File: src/rtl/stickman_motion.sv
// Vertical motion engine for the stickman: jump, double jump, gravity, landing and
// screen clamping. The state advances once per frame tick while the game is playing.
module stickman_motion #(
    parameter int          STICK_H    = 50,
    parameter int          START_TOP  = 380,
    parameter int          JUMP_V     = 12,
    parameter int          GRAVITY    = 1,
    parameter int          MAX_FALL_V = 15,
    parameter int          MAX_JUMPS  = 2,
    parameter logic [7:0]  KEY_JUMP   = 8'h2c
) (
    input  logic              Clk,
    input  logic              Reset,
    input  logic              frame_clk,
    input  logic [7:0]        keycode,
    input  logic [3:0]        status,
    input  logic [9:0]        GroundY,
    output logic [9:0]        StickmanTop,
    output logic signed [5:0] VelY,
    output logic              airborne,
    output logic [1:0]        jump_count
);

    localparam logic [3:0] ST_WAIT = 4'b1000;
    localparam logic [3:0] ST_PLAY = 4'b0100;

    localparam logic signed [10:0] H_S      = 11'(STICK_H);
    localparam logic signed [10:0] JV_S     = 11'(JUMP_V);
    localparam logic signed [10:0] G_S      = 11'(GRAVITY);
    localparam logic signed [10:0] MF_S     = 11'(MAX_FALL_V);
    localparam logic signed [10:0] BOTTOM_S = 11'sd479;
    localparam logic signed [10:0] GAP_S    = 11'sd480;
    localparam logic [9:0]         START_POS = 10'(START_TOP);
    localparam logic [9:0]         FLOOR_TOP = 10'(479 - STICK_H);

    logic                 frame_clk_d;
    logic [7:0]           key_prev;
    logic                 jump_req;
    logic                 tick;
    logic                 press;
    logic                 do_jump;

    logic signed [10:0]   top_s;
    logic signed [10:0]   feet_s;
    logic signed [10:0]   ground_s;
    logic signed [10:0]   vel_s;
    logic signed [10:0]   v;
    logic signed [10:0]   new_top;
    logic signed [10:0]   new_feet;

    logic [9:0]           nxt_top;
    logic signed [5:0]    nxt_vel;
    logic                 nxt_air;
    logic [1:0]           nxt_jc;

    // NOTE: every variable gets a default at the top of always_comb so no path can infer a latch.
    always_comb begin
        tick     = frame_clk & ~frame_clk_d;
        press    = (keycode == KEY_JUMP) && (key_prev != KEY_JUMP);
        top_s    = {1'b0, StickmanTop};
        ground_s = {1'b0, GroundY};
        vel_s    = {{5{VelY[5]}}, VelY};
        feet_s   = top_s + H_S;
        // A press arriving on the tick cycle itself is honoured by that tick.
        do_jump  = (jump_req | press) && (jump_count < 2'(MAX_JUMPS));
        nxt_air  = airborne;
        nxt_jc   = jump_count;

        if (do_jump) begin
            v       = -JV_S;
            nxt_jc  = jump_count + 2'd1;
            nxt_air = 1'b1;
        end else if (airborne) begin
            v = (vel_s + G_S > MF_S) ? MF_S : vel_s + G_S;
        end else if (ground_s > feet_s) begin
            // Walked off a ledge: falling, with one air jump left.
            v       = G_S;
            nxt_air = 1'b1;
            nxt_jc  = 2'd1;
        end else begin
            v = 11'sd0;
        end

        new_top  = top_s + v;
        new_feet = new_top + H_S;
        nxt_top  = new_top[9:0];
        nxt_vel  = v[5:0];

        // Landing only from above a real surface; GroundY at or past 480 is a gap.
        if (v > 11'sd0 && ground_s < GAP_S && feet_s <= ground_s && new_feet >= ground_s) begin
            nxt_top = 10'(ground_s - H_S);
            nxt_vel = 6'sd0;
            nxt_air = 1'b0;
            nxt_jc  = 2'd0;
        end else if (new_top < 11'sd0) begin
            nxt_top = 10'd0;
            nxt_vel = 6'sd0;
        end else if (new_feet > BOTTOM_S) begin
            nxt_top = FLOOR_TOP;
        end
    end

    // NOTE: reset is synchronous and all state uses non-blocking assignments.
    always_ff @(posedge Clk) begin
        if (Reset) begin
            frame_clk_d <= 1'b0;
            key_prev    <= 8'd0;
            jump_req    <= 1'b0;
            StickmanTop <= START_POS;
            VelY        <= 6'sd0;
            airborne    <= 1'b0;
            jump_count  <= 2'd0;
        end else begin
            frame_clk_d <= frame_clk;
            key_prev    <= keycode;

            if (status != ST_PLAY || tick)
                jump_req <= 1'b0;
            else if (press)
                jump_req <= 1'b1;

            if (tick) begin
                case (status)
                    ST_WAIT: begin
                        StickmanTop <= START_POS;
                        VelY        <= 6'sd0;
                        airborne    <= 1'b0;
                        jump_count  <= 2'd0;
                    end
                    ST_PLAY: begin
                        StickmanTop <= nxt_top;
                        VelY        <= nxt_vel;
                        airborne    <= nxt_air;
                        jump_count  <= nxt_jc;
                    end
                    default: ;
                endcase
            end
        end
    end

endmodule

File: config.mk
export PLATFORM = sky130hd
export DESIGN_NAME = stickman_motion
export DESIGN_NICKNAME = d
export VERILOG_FILES = /design/src/rtl/stickman_motion.sv
export SDC_FILE = /design/constraint.sdc
export NUM_CORES = 1
export LEC_CHECK = 0
export CAP_MARGIN = 20
export CORE_UTILIZATION = 50
export DETAILED_ROUTE_END_ITERATION = 7
export PLACE_DENSITY_LB_ADDON = 0.25
export SETUP_SLACK_MARGIN = 0.2
export SYNTH_ARGS = -nofsm -noshare
export SYNTH_HDL_FRONTEND = slang
export SYNTH_SLANG_ARGS = --single-unit
File: constraint.sdc
create_clock -name Clk -period 6.16 [get_ports Clk]
set_clock_uncertainty 0.2 [all_clocks]
set_input_delay 1.54 -clock Clk [delete_from_list [all_inputs] [get_ports Clk]]
set_output_delay 1.54 -clock Clk [all_outputs]
set_load 0.01 [all_outputs]
==> results.sh, run 1 <==
export IMPL_status="aborted with a tool error"
export IMPL_flow_stopped_at="5_1_grt"
export IMPL_tool_error="[ERROR DPL-0038] Utilization greater than 100%, impossible to legalize"
export IMPL_crit_endpoint="StickmanTop[4]$_SDFFE_PP1P_/D"
export IMPL_synth_area_um2=3152
export IMPL_dp_hpwl_mm=8.500
export IMPL_start_util=0.5261
export IMPL_port_buffers=43
export IMPL_async_flop_share=0
export IMPL_yosysMostFrequentCell="nand2_1"
export IMPL_endpoint_type="sequential cell input"
export IMPL_die_x_um=81.40
export IMPL_synth_cell_types=73
export IMPL_ys_warn_count=0
export IMPL_cts_max_path_buffers=2
export IMPL_ctsHoldBuffers=0
export IMPL_grt_max_degree=16
export IMPL_syn_inst=394
export IMPL_io_pins=44
export IMPL_synth_seq_area_share=0.1842
export IMPL_htree_num_levels=2
export IMPL_synth_seq_cells=29
export IMPL_synth_top_area_share=0.1842
export IMPL_synth_fp_nets=456
export IMPL_synth_largest_area_cell="dfxtp_1"
export IMPL_cts_root_buffer="clkbuf_8"
export IMPL_place_inst=597
export IMPL_place_ws_ns=-1.090
export IMPL_gp_congestion=0.9709
export IMPL_clock_sinks=29
export IMPL_synthTopCellsByCount="41 x nand2_1, 36 x ha_1, 29 x dfxtp_1"
export IMPL_synth_area_leaders="dfxtp_1 18%, ha_1 14%, xnor2_1 6.4%"
export IMPL_synthFlopType="dfxtp_1"
export IMPL_avgSynthCellArea_um2=7.999
export IMPL_synth_edf_count=0
export IMPL_cts_buffers_inserted=5
export IMPL_die_h_um=81.40
export IMPL_std_cell_rows=28
[logic make-up after synthesis]
family	after synthesis	share of synthesized area
compound gates	107	0.2624
simple gates	155	0.2592
flops	29	0.1842
fa+ha+maj	37	0.1493
xor+xnor	35	0.1056
buf+inv	31	0.03930
[per-stage QoR]
| step | instance area (µm²) | TNS, ns |
|---|---|---|
| after CTS | 5492 | 0 |
| after detailed placement | 4451 | -18.64 |
| after global placement | 4451 | -15.36 |
| after floorplan | 3254 | -0.8383 |
[what timing repair did]
| item | in CTS |
|---|---|
| hold endpoints to repair | 0 |
| endpoints found under the setup margin | 19 |
| setup buffers | 87 |
| resized for setup | 117 |
| pin swaps | 43 |
==> inputs of run 2 (changes only) <==
CORE_UTILIZATION = 35   (was 50)
PLACE_DENSITY_LB_ADDON = 0.15   (was 0.25)
SETUP_SLACK_MARGIN = default   (was 0.2)
clock period = 8 ns   (was 6.16 ns; I/O delays follow)
==> run 2 against run 1 <==
  * Synthesized cell count unchanged
  * The flow now finishes without violations
  * Area after synthesis unchanged
==> results.sh, run 2 <==
export IMPL_cts_max_path_buffers=2
export IMPL_final_cell_mix="43 x clkdlybuf4s50_1, 41 x nand2_1, 33 x ha_1"
export IMPL_drv_cap=0
export IMPL_synth_cell_types=73
export IMPL_critPathRequiredTime_ns=8.02
export IMPL_synth_area_um2=3152
export IMPL_synthXorXnorAreaFrac=0.1056
export IMPL_die_h_um=96.90
export IMPL_drt_initial_drc_count=165
export IMPL_cts_tree="yes"
export IMPL_finalSetupViolations=0
export IMPL_largest_register_ffs=10
export IMPL_ys_warn_count=0
export IMPL_async_flop_share=0
export IMPL_die_x_um=96.90
export IMPL_htree_num_levels=2
export IMPL_grt_usage=0.2089
export IMPL_fin_nets=522
export IMPL_synth_edf_count=0
export IMPL_clock_sinks=29
export IMPL_synth_seq_cells=29
export IMPL_crit_type="input pin to flop"
export IMPL_final_common_cell="clkdlybuf4s50_1"
export IMPL_seqCellArea_um2=580.6
export IMPL_port_buffers=43
export IMPL_syn_to_final_growth_pct=29.10
export IMPL_multiInputGateArea_um2=2517
export IMPL_fillers=895
export IMPL_synthTopCellsByCount="41 x nand2_1, 36 x ha_1, 29 x dfxtp_1"
export IMPL_synth_largest_area_cell="dfxtp_1"
export IMPL_final_max_slew_viol_count=0
export IMPL_clk_pin_slew_worst_paths_ns=0.08
export IMPL_synth_fp_nets=456
export IMPL_core_area_um2=8721
export IMPL_first_global_vias=3148
export IMPL_powerDensity_nw_per_um2=95.76
export IMPL_cts_root_buffer="clkbuf_8"
export IMPL_top_register="StickmanTop"
export IMPL_synth_top_area_share=0.1842
export IMPL_hold_slack_ns=0.3442
export IMPL_vias_per_cell=5.615
export IMPL_gp_congestion=0.8881
export IMPL_antenna_found_initial=0
export IMPL_status="finished, final reports clean"
export IMPL_ir_worst_vdd_mv=0.05214
export IMPL_max_slew_margin_rel=0.4102
export IMPL_synth_area_leaders="dfxtp_1 18%, ha_1 14%, xnor2_1 6.4%"
export IMPL_grt_max_degree=16
export IMPL_routed_wirelength_mm=9.660
export IMPL_period_share=0.9553
export IMPL_first_pass_iters=4
export IMPL_end_kind="flop"
export IMPL_gr_total_overflow=0
export IMPL_start_kind="input pin"
export IMPL_avgSynthCellArea_um2=7.999
export IMPL_drc=0
export IMPL_grt_pass1_wl_mm=15.59
export IMPL_antenna_cells=0
export IMPL_synthAdderAreaFrac=0.1493
export IMPL_synth_seq_area_share=0.1842
export IMPL_drive_gt1_frac=0.1497
export IMPL_top_regs="StickmanTop: 10 flops, key_prev: 8 flops, VelY: 6 flops"
export IMPL_syn_inst=394
export IMPL_hp_class="flop to flop"
export IMPL_synthMuxAreaShare=0
export IMPL_io_pins=44
export IMPL_p_leak_uw=0.001609
export IMPL_start_util=0.3614
export IMPL_synth_compound_area_share=0.2624
export IMPL_synthFlopType="dfxtp_1"
export IMPL_clock_latency_ns=0.30
export IMPL_wl_per_cell_um=16.98
export IMPL_fin_tns_setup_ns=0
export IMPL_std_cell_rows=34
export IMPL_tightest_slew_ns=0.8784
export IMPL_finalCriticalPeriod_ns=7.642
export IMPL_antenna_left=0
export IMPL_synth_top_family_by_area="compound AO/OA/AOI/OAI gates"
export IMPL_critPathMaxFanout=5
export IMPL_finalHoldViolations=0
export IMPL_fmax_ghz=0.1309
export IMPL_synth_simple_area_share=0.2592
export IMPL_cts_buffers_inserted=5
export IMPL_yosysMostFrequentCell="nand2_1"
export IMPL_worstPathArrival_ns=7.66
export IMPL_dp_hpwl_mm=7.813
export IMPL_die_area_um2=9389
export IMPL_num_vias=3195
run 2: path summary, 6_finish.rpt:
kind,to,start,slack [ns],cells past startpoint
hold / removal,jump_count[1],jump_count[1],0.34,2
setup / recovery,StickmanTop[1],GroundY[7],0.36,28
hold reg to reg,jump_count[1],jump_count[1],0.34,2
setup reg to reg,StickmanTop[1],StickmanTop[1],1.32,31
run 2: power by group:
group	leakage, µW	internal, µW	switching [µW]
clock	0.0000574	101	67.8
sequential	0.000236	147	1.20
combinational	0.00132	35.4	36.8
run 2: area by class of cell:
class | count | share of cell area
inverter | 19 | 0.01753
multi-input combinational | 334 | 0.6187
timing repair buffer | 71 | 0.1584
clock inverter | 2 | 0.009225
clock buffer | 6 | 0.02030
sequential | 29 | 0.1427
tap | 108 | 0.03321
run 2: routing by layer:
metal / track usage / wire, µm / up-vias
met5: 0 / 0 / -
met4: 0.07692 / 247 / 0
met3: 0.02240 / 452 / 19
met2: 0.3532 / 4541 / 97
met1: 0.2730 / 4418 / 1472
li1: - / - / 1607
run 2: cells by family (layout without fill, tap and decap cells):
group	after synthesis	in the layout
XOR/XNOR	35	35
buffers and inverters	31	98
adder cells (fa/ha/maj)	37	37
AND/OR/NAND/NOR	155	155
AO/OA/AOI/OAI	107	107
flip-flops	29	29
run 2: repair_timing:
| item | 4_1_cts | 5_1_grt |
|---|---|---|
| hold buffers | 0 | 0 |
| gates resized for setup | 0 | 13 |
| setup buffers | 0 | 4 |
| endpoints found under the setup margin | 0 | 5 |
| hold endpoints to repair | 0 | 0 |
run 2: stage by stage:
stage | area, µm² | worst slack [ns] | power [µW] | instances | util
global route | 4069 | -0.01564 | 406.0 | 569 | 0.4666
detailed placement | 3837 | 0.08329 | 220.5 | 556 | 0.4400
CTS | 3958 | 0.3665 | 388.4 | 564 | 0.4538
floorplan | 3152 | 1.027 | 188.2 | 394 | -
finish | 4069 | 0.3579 | 389.7 | 569 | 0.4666
global placement | 3837 | 0.06184 | 220.0 | 556 | 0.4400
run 2: critical path: stages:
cell and delay (ns):
clkdlybuf4s50_1 0.48, inv_1 0.08, ha_1 0.33, a21oi_1 0.15, nand2_1 0.07, a211o_1 0.32, o21ai_0 0.16, buf_4 0.16
nand2_1 0.07, a21oi_1 0.19, ha_2 0.23, buf_4 0.12, a211oi_4 0.07, o31ai_4 0.39, xor2_1 0.21, nor3_1 0.43
nor2_1 0.13, xnor2_1 0.17, ha_1 0.27, o21ai_0 0.08, nand2_1 0.07, o2111ai_1 0.12, nor4_2 0.29, buf_4 0.17
o211ai_1 0.13, clkdlybuf4s15_2 0.30, o41a_1 0.41, o31ai_1 0.06
No activity file was read; power rests on OpenSTA's default activity.
